==> src/rtl/control_sequencer_if.sv <==
// Control-sequencer bundle: instruction/memory status in, datapath enables out.
// Latency: pure wiring, no state.
// Backpressure: none; Mem_Ready is the only stall input and is carried here.
//
// Ports (master = sequencer, slave = datapath):
//   Run, Mem_Ready, IR_Value                    status into the sequencer
//   PC_Out, ZLO_Out, MDR_Out                    bus-driver enables
//   MAR_In, PC_In, MDR_In, IR_In, Y_In, Z_In    register load enables
//   IncPC, Read, CONTROL                        ALU request, memory strobe, ALU op
//   Reg_In, Reg_Out                             one-hot general-register enables
//   Instr_Done, Halted, Illegal                 status
interface control_sequencer_if;
  logic        Run;
  logic        Mem_Ready;
  logic [31:0] IR_Value;

  logic        PC_Out;
  logic        ZLO_Out;
  logic        MDR_Out;
  logic        MAR_In;
  logic        PC_In;
  logic        MDR_In;
  logic        IR_In;
  logic        Y_In;
  logic        Z_In;
  logic        IncPC;
  logic        Read;
  logic [4:0]  CONTROL;
  logic [15:0] Reg_In;
  logic [15:0] Reg_Out;
  logic        Instr_Done;
  logic        Halted;
  logic        Illegal;

  modport master (
    input  Run, Mem_Ready, IR_Value,
    output PC_Out, ZLO_Out, MDR_Out, MAR_In, PC_In, MDR_In, IR_In, Y_In, Z_In,
           IncPC, Read, CONTROL, Reg_In, Reg_Out, Instr_Done, Halted, Illegal
  );

  modport slave (
    output Run, Mem_Ready, IR_Value,
    input  PC_Out, ZLO_Out, MDR_Out, MAR_In, PC_In, MDR_In, IR_In, Y_In, Z_In,
           IncPC, Read, CONTROL, Reg_In, Reg_Out, Instr_Done, Halted, Illegal
  );
endinterface

==> src/rtl/control_sequencer.sv <==
// Moore FSM sequencing fetch (T0-T2, TW) and execute (T3-T5) for a 3-register CPU.
// Latency: one state per clock; ALU instruction 6 cycles + memory wait, NOP/illegal 4.
// Backpressure: Mem_Ready=0 in T1/TW holds the fetch in TW indefinitely.
//
// Ports:
//   Clock  system clock, rising edge
//   Clear  synchronous active-high reset to IDLE, overrides Run and Mem_Ready
//   bus    control_sequencer_if.master (status in, datapath enables out)
module control_sequencer (
  input  logic                  Clock,
  input  logic                  Clear,
  control_sequencer_if.master   bus
);

  typedef enum logic [3:0] {
    S_IDLE, S_T0, S_T1, S_TW, S_T2, S_T3, S_T4, S_T5, S_HALT
  } state_t;

  localparam logic [4:0] OP_NOP  = 5'b11000;
  localparam logic [4:0] OP_HALT = 5'b11001;

  state_t state_q, state_d;

  logic [4:0]  opcode;
  logic [3:0]  ra, rb, rc;
  logic        is_alu;
  logic [15:0] oh_ra, oh_rb, oh_rc;
  logic        unused_ir;

  assign opcode = bus.IR_Value[31:27];
  assign ra     = bus.IR_Value[26:23];
  assign rb     = bus.IR_Value[22:19];
  assign rc     = bus.IR_Value[18:15];
  // Opcodes 00000-10111 are ALU ops: everything whose top two bits are not 11.
  assign is_alu = (opcode[4:3] != 2'b11);
  assign oh_ra  = 16'd1 << ra;
  assign oh_rb  = 16'd1 << rb;
  assign oh_rc  = 16'd1 << rc;
  assign unused_ir = ^bus.IR_Value[14:0];

  always_ff @(posedge Clock) begin
    if (Clear) begin
      state_q <= S_IDLE;
    end else begin
      state_q <= state_d;
    end
  end

  always_comb begin
    state_d        = state_q;
    bus.PC_Out     = 1'b0;
    bus.ZLO_Out    = 1'b0;
    bus.MDR_Out    = 1'b0;
    bus.MAR_In     = 1'b0;
    bus.PC_In      = 1'b0;
    bus.MDR_In     = 1'b0;
    bus.IR_In      = 1'b0;
    bus.Y_In       = 1'b0;
    bus.Z_In       = 1'b0;
    bus.IncPC      = 1'b0;
    bus.Read       = 1'b0;
    bus.CONTROL    = 5'd0;
    bus.Reg_In     = 16'd0;
    bus.Reg_Out    = 16'd0;
    bus.Instr_Done = 1'b0;
    bus.Halted     = 1'b0;
    bus.Illegal    = 1'b0;

    case (state_q)
      S_IDLE: begin
        if (bus.Run) state_d = S_T0;
      end
      S_T0: begin
        bus.PC_Out = 1'b1;
        bus.MAR_In = 1'b1;
        bus.IncPC  = 1'b1;
        bus.Z_In   = 1'b1;
        state_d    = S_T1;
      end
      S_T1: begin
        bus.ZLO_Out = 1'b1;
        bus.PC_In   = 1'b1;
        bus.Read    = 1'b1;
        bus.MDR_In  = 1'b1;
        state_d     = bus.Mem_Ready ? S_T2 : S_TW;
      end
      S_TW: begin
        // Keep the read strobe and MDR capture up until data arrives.
        bus.Read   = 1'b1;
        bus.MDR_In = 1'b1;
        if (bus.Mem_Ready) state_d = S_T2;
      end
      S_T2: begin
        bus.MDR_Out = 1'b1;
        bus.IR_In   = 1'b1;
        state_d     = S_T3;
      end
      S_T3: begin
        if (is_alu) begin
          bus.Reg_Out = oh_rb;
          bus.Y_In    = 1'b1;
          state_d     = S_T4;
        end else begin
          bus.Instr_Done = 1'b1;
          if (opcode == OP_HALT) begin
            state_d = S_HALT;
          end else begin
            // NOP and the reserved opcodes both end here; reserved ones flag Illegal.
            bus.Illegal = (opcode != OP_NOP);
            state_d     = bus.Run ? S_T0 : S_IDLE;
          end
        end
      end
      S_T4: begin
        bus.Reg_Out = oh_rc;
        bus.CONTROL = opcode;
        bus.Z_In    = 1'b1;
        state_d     = S_T5;
      end
      S_T5: begin
        bus.ZLO_Out    = 1'b1;
        bus.Reg_In     = oh_ra;
        bus.Instr_Done = 1'b1;
        state_d        = bus.Run ? S_T0 : S_IDLE;
      end
      S_HALT: begin
        bus.Halted = 1'b1;
      end
      default: begin
        state_d = S_IDLE;
      end
    endcase
  end

endmodule

==> src/flat_wrapper.sv <==
// flat-port wrapper written by rule: the top's interface ports become plain ports
module control_sequencer_flat 
  (Clock, Clear, bus_Run, bus_Mem_Ready, bus_IR_Value, bus_PC_Out, bus_ZLO_Out, bus_MDR_Out, bus_MAR_In, bus_PC_In, bus_MDR_In, bus_IR_In, bus_Y_In, bus_Z_In, bus_IncPC, bus_Read, bus_CONTROL, bus_Reg_In, bus_Reg_Out, bus_Instr_Done, bus_Halted, bus_Illegal);
  control_sequencer_if bus_i ();
  input  logic Clock;
  input  logic Clear;
  input wire logic [$bits(bus_i.Run)-1:0] bus_Run;
  input wire logic [$bits(bus_i.Mem_Ready)-1:0] bus_Mem_Ready;
  input wire logic [$bits(bus_i.IR_Value)-1:0] bus_IR_Value;
  output wire logic [$bits(bus_i.PC_Out)-1:0] bus_PC_Out;
  output wire logic [$bits(bus_i.ZLO_Out)-1:0] bus_ZLO_Out;
  output wire logic [$bits(bus_i.MDR_Out)-1:0] bus_MDR_Out;
  output wire logic [$bits(bus_i.MAR_In)-1:0] bus_MAR_In;
  output wire logic [$bits(bus_i.PC_In)-1:0] bus_PC_In;
  output wire logic [$bits(bus_i.MDR_In)-1:0] bus_MDR_In;
  output wire logic [$bits(bus_i.IR_In)-1:0] bus_IR_In;
  output wire logic [$bits(bus_i.Y_In)-1:0] bus_Y_In;
  output wire logic [$bits(bus_i.Z_In)-1:0] bus_Z_In;
  output wire logic [$bits(bus_i.IncPC)-1:0] bus_IncPC;
  output wire logic [$bits(bus_i.Read)-1:0] bus_Read;
  output wire logic [$bits(bus_i.CONTROL)-1:0] bus_CONTROL;
  output wire logic [$bits(bus_i.Reg_In)-1:0] bus_Reg_In;
  output wire logic [$bits(bus_i.Reg_Out)-1:0] bus_Reg_Out;
  output wire logic [$bits(bus_i.Instr_Done)-1:0] bus_Instr_Done;
  output wire logic [$bits(bus_i.Halted)-1:0] bus_Halted;
  output wire logic [$bits(bus_i.Illegal)-1:0] bus_Illegal;
  assign bus_i.Run = bus_Run;
  assign bus_i.Mem_Ready = bus_Mem_Ready;
  assign bus_i.IR_Value = bus_IR_Value;
  assign bus_PC_Out = bus_i.PC_Out;
  assign bus_ZLO_Out = bus_i.ZLO_Out;
  assign bus_MDR_Out = bus_i.MDR_Out;
  assign bus_MAR_In = bus_i.MAR_In;
  assign bus_PC_In = bus_i.PC_In;
  assign bus_MDR_In = bus_i.MDR_In;
  assign bus_IR_In = bus_i.IR_In;
  assign bus_Y_In = bus_i.Y_In;
  assign bus_Z_In = bus_i.Z_In;
  assign bus_IncPC = bus_i.IncPC;
  assign bus_Read = bus_i.Read;
  assign bus_CONTROL = bus_i.CONTROL;
  assign bus_Reg_In = bus_i.Reg_In;
  assign bus_Reg_Out = bus_i.Reg_Out;
  assign bus_Instr_Done = bus_i.Instr_Done;
  assign bus_Halted = bus_i.Halted;
  assign bus_Illegal = bus_i.Illegal;
  control_sequencer u_core (.Clock(Clock), .Clear(Clear), .bus(bus_i));
endmodule
==> config.mk <==
export PLATFORM = sky130hd
export DESIGN_NAME = control_sequencer_flat
export DESIGN_NICKNAME = d
export VERILOG_FILES = /design/src/rtl/control_sequencer_if.sv /design/src/rtl/control_sequencer.sv /design/src/flat_wrapper.sv
export SDC_FILE = /design/constraint.sdc
export NUM_CORES = 1
export LEC_CHECK = 0
export ABC_AREA = 1
export CORE_MARGIN = 1
export CORE_UTILIZATION = 30
export DETAILED_ROUTE_END_ITERATION = 7
export PLACE_DENSITY = 0.86
export SLEW_MARGIN = 5
export SYNTH_ARGS = -nofsm -noshare
export SYNTH_HDL_FRONTEND = slang
export SYNTH_SLANG_ARGS = --single-unit
==> constraint.sdc <==
create_clock -name Clock -period 1.8 [get_ports Clock]
set_input_delay 0.36 -clock Clock [delete_from_list [all_inputs] [get_ports Clock]]
set_output_delay 0.36 -clock Clock [all_outputs]
set_load 0.05 [all_outputs]
==> results of run 1 <==
## stage by stage
stage                     cells  setup TNS [ps]
after floorplan             173           -1186
after global placement      283           -3761
after detailed placement    283           -4871
## cells by family after synthesis
group,after synthesis,synth area share (%)
AND/OR/NAND/NOR,107,58.40
buffers and inverters,44,21.29
AO/OA/AOI/OAI,18,11.34
flip-flops,4,8.964
==> flow_summary.toml, run 1 <==
[run_status]
outcome = "did not finish"
failed_stage = "clock tree synthesis"
error_line = "[ERROR DPL-0038] Utilization greater than 100%, impossible to legalize"

[clocking]
clock-sinks = 4
hold_buffers = 0
root_buffer = "clkbuf_4"
cts-buffers-inserted = 3
clock_path_buffers = 2
cts_resized = 81
post_cts_buffers = 15
htree_levels = 1

[synthesis]
ys_warn_count = 0
synth_top_flop_cell = "dfxtp_1"
synth_most_common_cell = "inv_1"
synth_common_cells = "inv_1 (31), nand2_1 (30), nor2_1 (28)"
synth_nets = 209
synth_area_um2 = 893.4
synth_async_sr_flop_share_pct = 0
yosysSeqAreaShare_pct = 8.964
yosysTopAreaCellShare_pct = 13.03
synth-edff-count = 0
synth_seq_cells = 4
synth_area_leaders = "inv_1 (13%), nand2_1 (13%), nand3_1 (12%)"
synth_area_leader_cell = "inv_1"
synth_cell_types = 24
synth.avg_cell_area_um2 = 5.164
syn_inst = 173

[die]
die_y_um = 56.57
io_pins = 87
initial_core_util_pct = 32.12
die_x_um = 56.57
placementRows = 19

[placed_design]
hpwlAfterDp_um = 3742
gp_congestion = 0.9792
numPortBuffers = 71
post-place-ws_ps = -283.3
place_area_um2 = 2480
==> inputs of run 2 (changes only) <==
--- a/config.mk
+++ b/config.mk
@@ -6,10 +6,10 @@
 export NUM_CORES = 1
 export LEC_CHECK = 0
 export ABC_AREA = 1
-export CORE_MARGIN = 1
-export CORE_UTILIZATION = 30
+export CORE_AREA = 2 2 63 65
 export DETAILED_ROUTE_END_ITERATION = 7
-export PLACE_DENSITY = 0.86
+export DIE_AREA = 0 0 65 67
+export PLACE_DENSITY_LB_ADDON = 0.15
 export SLEW_MARGIN = 5
 export SYNTH_ARGS = -nofsm -noshare
 export SYNTH_HDL_FRONTEND = slang
==> run 2 against run 1 <==
Against the previous run: synthesized cell count stayed put; the flow now finishes, with violations (setup timing); synthesized area is the same.
==> flow_summary.toml, run 2 <==
[global_routing]
grt_max_degree = 9
met3_usage_pct = 2.703
grtUsageMet2_pct = 40.59
grtUsageMet1_pct = 24.77
grt_pass1_vias = 1529
overflow = 0
grt-busiest-layer = "met2"
grt_antenna_before_repair = 0
grt_usage_pct = 21.25
grt_pass1_wl_um = 7251

[drt]
drt.antenna.violating_nets = 0
wl_per_cell_um = 15.06
viasPerCell = 4.851
wl_um = 4743
first_pass_iters = 4
drt_iter0_markers = 89
drc_errors = 0
vias = 1528

[run_status]
violations = "setup timing"
outcome = "complete, but fails checks"

[die]
die_area_um2 = 4355
io_pins = 87
die_y_um = 67
placementRows = 22
core-area_um2 = 3606
die_x_um = 65
initial_core_util_pct = 24.77

[placed_design]
post-place-ws_ps = -308.9
gp_congestion = 0.9270
dp_cells = 300
place_area_um2 = 2489
numPortBuffers = 71
hpwlAfterDp_um = 3188

[final_layout]
reg_top3 = "u_core.state_q (4)"
drive_gt1_share_pct = 67.42
largest_register = "u_core.state_q"
final_util_pct = 81.09
final_cell_area_um2 = 2924
ff_latch_area_um2 = 92.59
layout_common_cells = "buf_12 (51), buf_4 (24), nor2_4 (21), nand2_1 (21), inv_1 (20)"
largest_reg_flops = 4
multi_input_area_um2 = 1151
final_common_cell = "buf_12"
antenna_cells = 0
fillers = 187
area_delta_synth_final_pct = 227.3
fin_nets = 305
layout.cells.non_filler = 315

[synthesis]
yosysTopAreaCellShare_pct = 13.03
synth_cell_types = 24
synth_top_flop_cell = "dfxtp_1"
synth.avg_cell_area_um2 = 5.164
synth_nets = 209
yosysSeqAreaShare_pct = 8.964
synth_seq_cells = 4
synth_area_leader_cell = "inv_1"
synth_most_common_cell = "inv_1"
synth_async_sr_flop_share_pct = 0
synth_area_um2 = 893.4
syn_inst = 173
ys_warn_count = 0
synth_common_cells = "inv_1 (31), nand2_1 (30), nor2_1 (28)"
synth-edff-count = 0
synth_area_leaders = "inv_1 (13%), nand2_1 (13%), nand3_1 (12%)"

[worst_setup_path]
critPathLaunchType = "input pin"
crit_arrival_ps = 1630
required_ps = 1440
path_max_fanout = 6
worst-r2r-cell-count = 8
critPathKind = "in -> out"
end_kind = "output pin"
rrSetupSlack_ps = 350
reg2reg_from = "u_core.state_q[3]$_SDFFE_PP0P_"
r2r-end = "u_core.state_q[0]$_SDFFE_PP0P_"

[pwr]
p_leak_nw = 1.197
powerDensity_nw_per_um2 = 619.4
peakVddDrop_v = 0.001363
power_frac_seq_pct = 10.1
p_int_uw = 880.3
clkPwrFrac_pct = 10.2
pwr-share-comb_pct = 79.8
finalPower_mw = 1.811
swShare_pct = 51.39
p_switching_uw = 930.7

[timing]
skew_ps = 3.279
period_needed_ps = 1988
grt_setup_unrepaired = "yes"
hold_violations = 0
worst_pin_slew_ps = 405.3
timing.setup.tns_ps = -3248
maxSlewViolCount = 0
slew_headroom_pct = 72.88
holdWs_ps = 699.4
setup_violations = 24
max_freq_mhz = 503.1
timing.final.crit_share_pct = 110.4
setup_slack_ps = -187.8

[clocking]
clock-sinks = 4
root_buffer = "clkbuf_8"
path_clk_slew_ps = 30
cts-buffers-inserted = 3
clk_latency_ps = 210
clock_path_buffers = 2
cts_tree = "done"
htree_levels = 1

[min_path]
whs_path_depth = 3
whs_endpoint = "u_core.state_q[3]$_SDFFE_PP0P_"
holdCritStartpoint = "u_core.state_q[2]$_SDFFE_PP0P_"
min_path_type = "reg -> reg"

[flow_run]
maxCapViolCount = 0
==> run 2: layer usage <==
| layer | routed length (um) | share of wire (%) |
|---|---|---|
| met5 | 0 | 0 |
| met4 | 56 | 1.2 |
| met3 | 240 | 5.1 |
| met2 | 2546 | 54 |
| met1 | 1899 | 40 |
==> run 2: power by group through the flow <==
stage / clock network [mW] / logic [mW] / registers (mW)
2_1_floorplan: 0 / 0.735 / 0.152
3_3_place_gp: 0 / 1.27 / 0.159
3_5_place_dp: 0 / 1.28 / 0.160
4_1_cts: 0.188 / 1.38 / 0.168
5_1_grt: 0.200 / 1.51 / 0.186
6_report: 0.184 / 1.44 / 0.182
==> run 2: cells by family (layout without fill, tap and decap cells) <==
kind of cell           after synthesis  count (layout)  share of synthesized area, %
AND/OR/NAND/NOR                    107             107                         58.40
buffers and inverters               44             138                         21.29
AO/OA/AOI/OAI                       18              18                         11.34
flip-flops                           4               4                         8.964
==> run 2: worst max path at each step <==
| stage | from | endpoint | slack [ps] | cells after the start |
|---|---|---|---|---|
| final | bus_IR_Value[31] | bus_Reg_Out[7] | -190 | 9 |
| after global routing | u_core.state_q[0]$_SDFFE_PP0P_ | bus_Reg_Out[3] | -220 | 9 |
| after CTS | u_core.state_q[0]$_SDFFE_PP0P_ | bus_Reg_Out[3] | -140 | 9 |
| after detailed placement | bus_IR_Value[30] | bus_Reg_Out[3] | -310 | 9 |
| after global placement | bus_IR_Value[31] | bus_Reg_Out[12] | -260 | 9 |
| after floorplan | u_core.state_q[0]$_SDFFE_PP0P_ | bus_Reg_Out[12] | -150 | 8 |
==> run 2: repair_timing <==
| item | in CTS | in global routing |
|---|---|---|
| pin swaps | 18 | 6 |
| resized for setup | 74 | 17 |
| buffers inserted | 10 | 2 |
| setup endpoints to repair | 34 | 41 |
| hold buffers | 0 | 0 |
==> run 2: critical path, stage by stage <==
cell           delay (ps)
dlygate4sd2_1         260
nand2_1               100
inv_1                  90
nor2_4                140
inv_4                  70
nor2_8                180
nand2_4                90
o22ai_4               150
buf_12                170
==> run 2: layout make-up <==
cell class	count	area share, %
clock buffers	3	1.412
inverters	37	5.220
multi-input cells	125	39.37
flip-flops and latches	4	3.166
well taps	48	2.054
repair buffers	98	48.78
No activity file was read; power rests on OpenSTA's default activity.
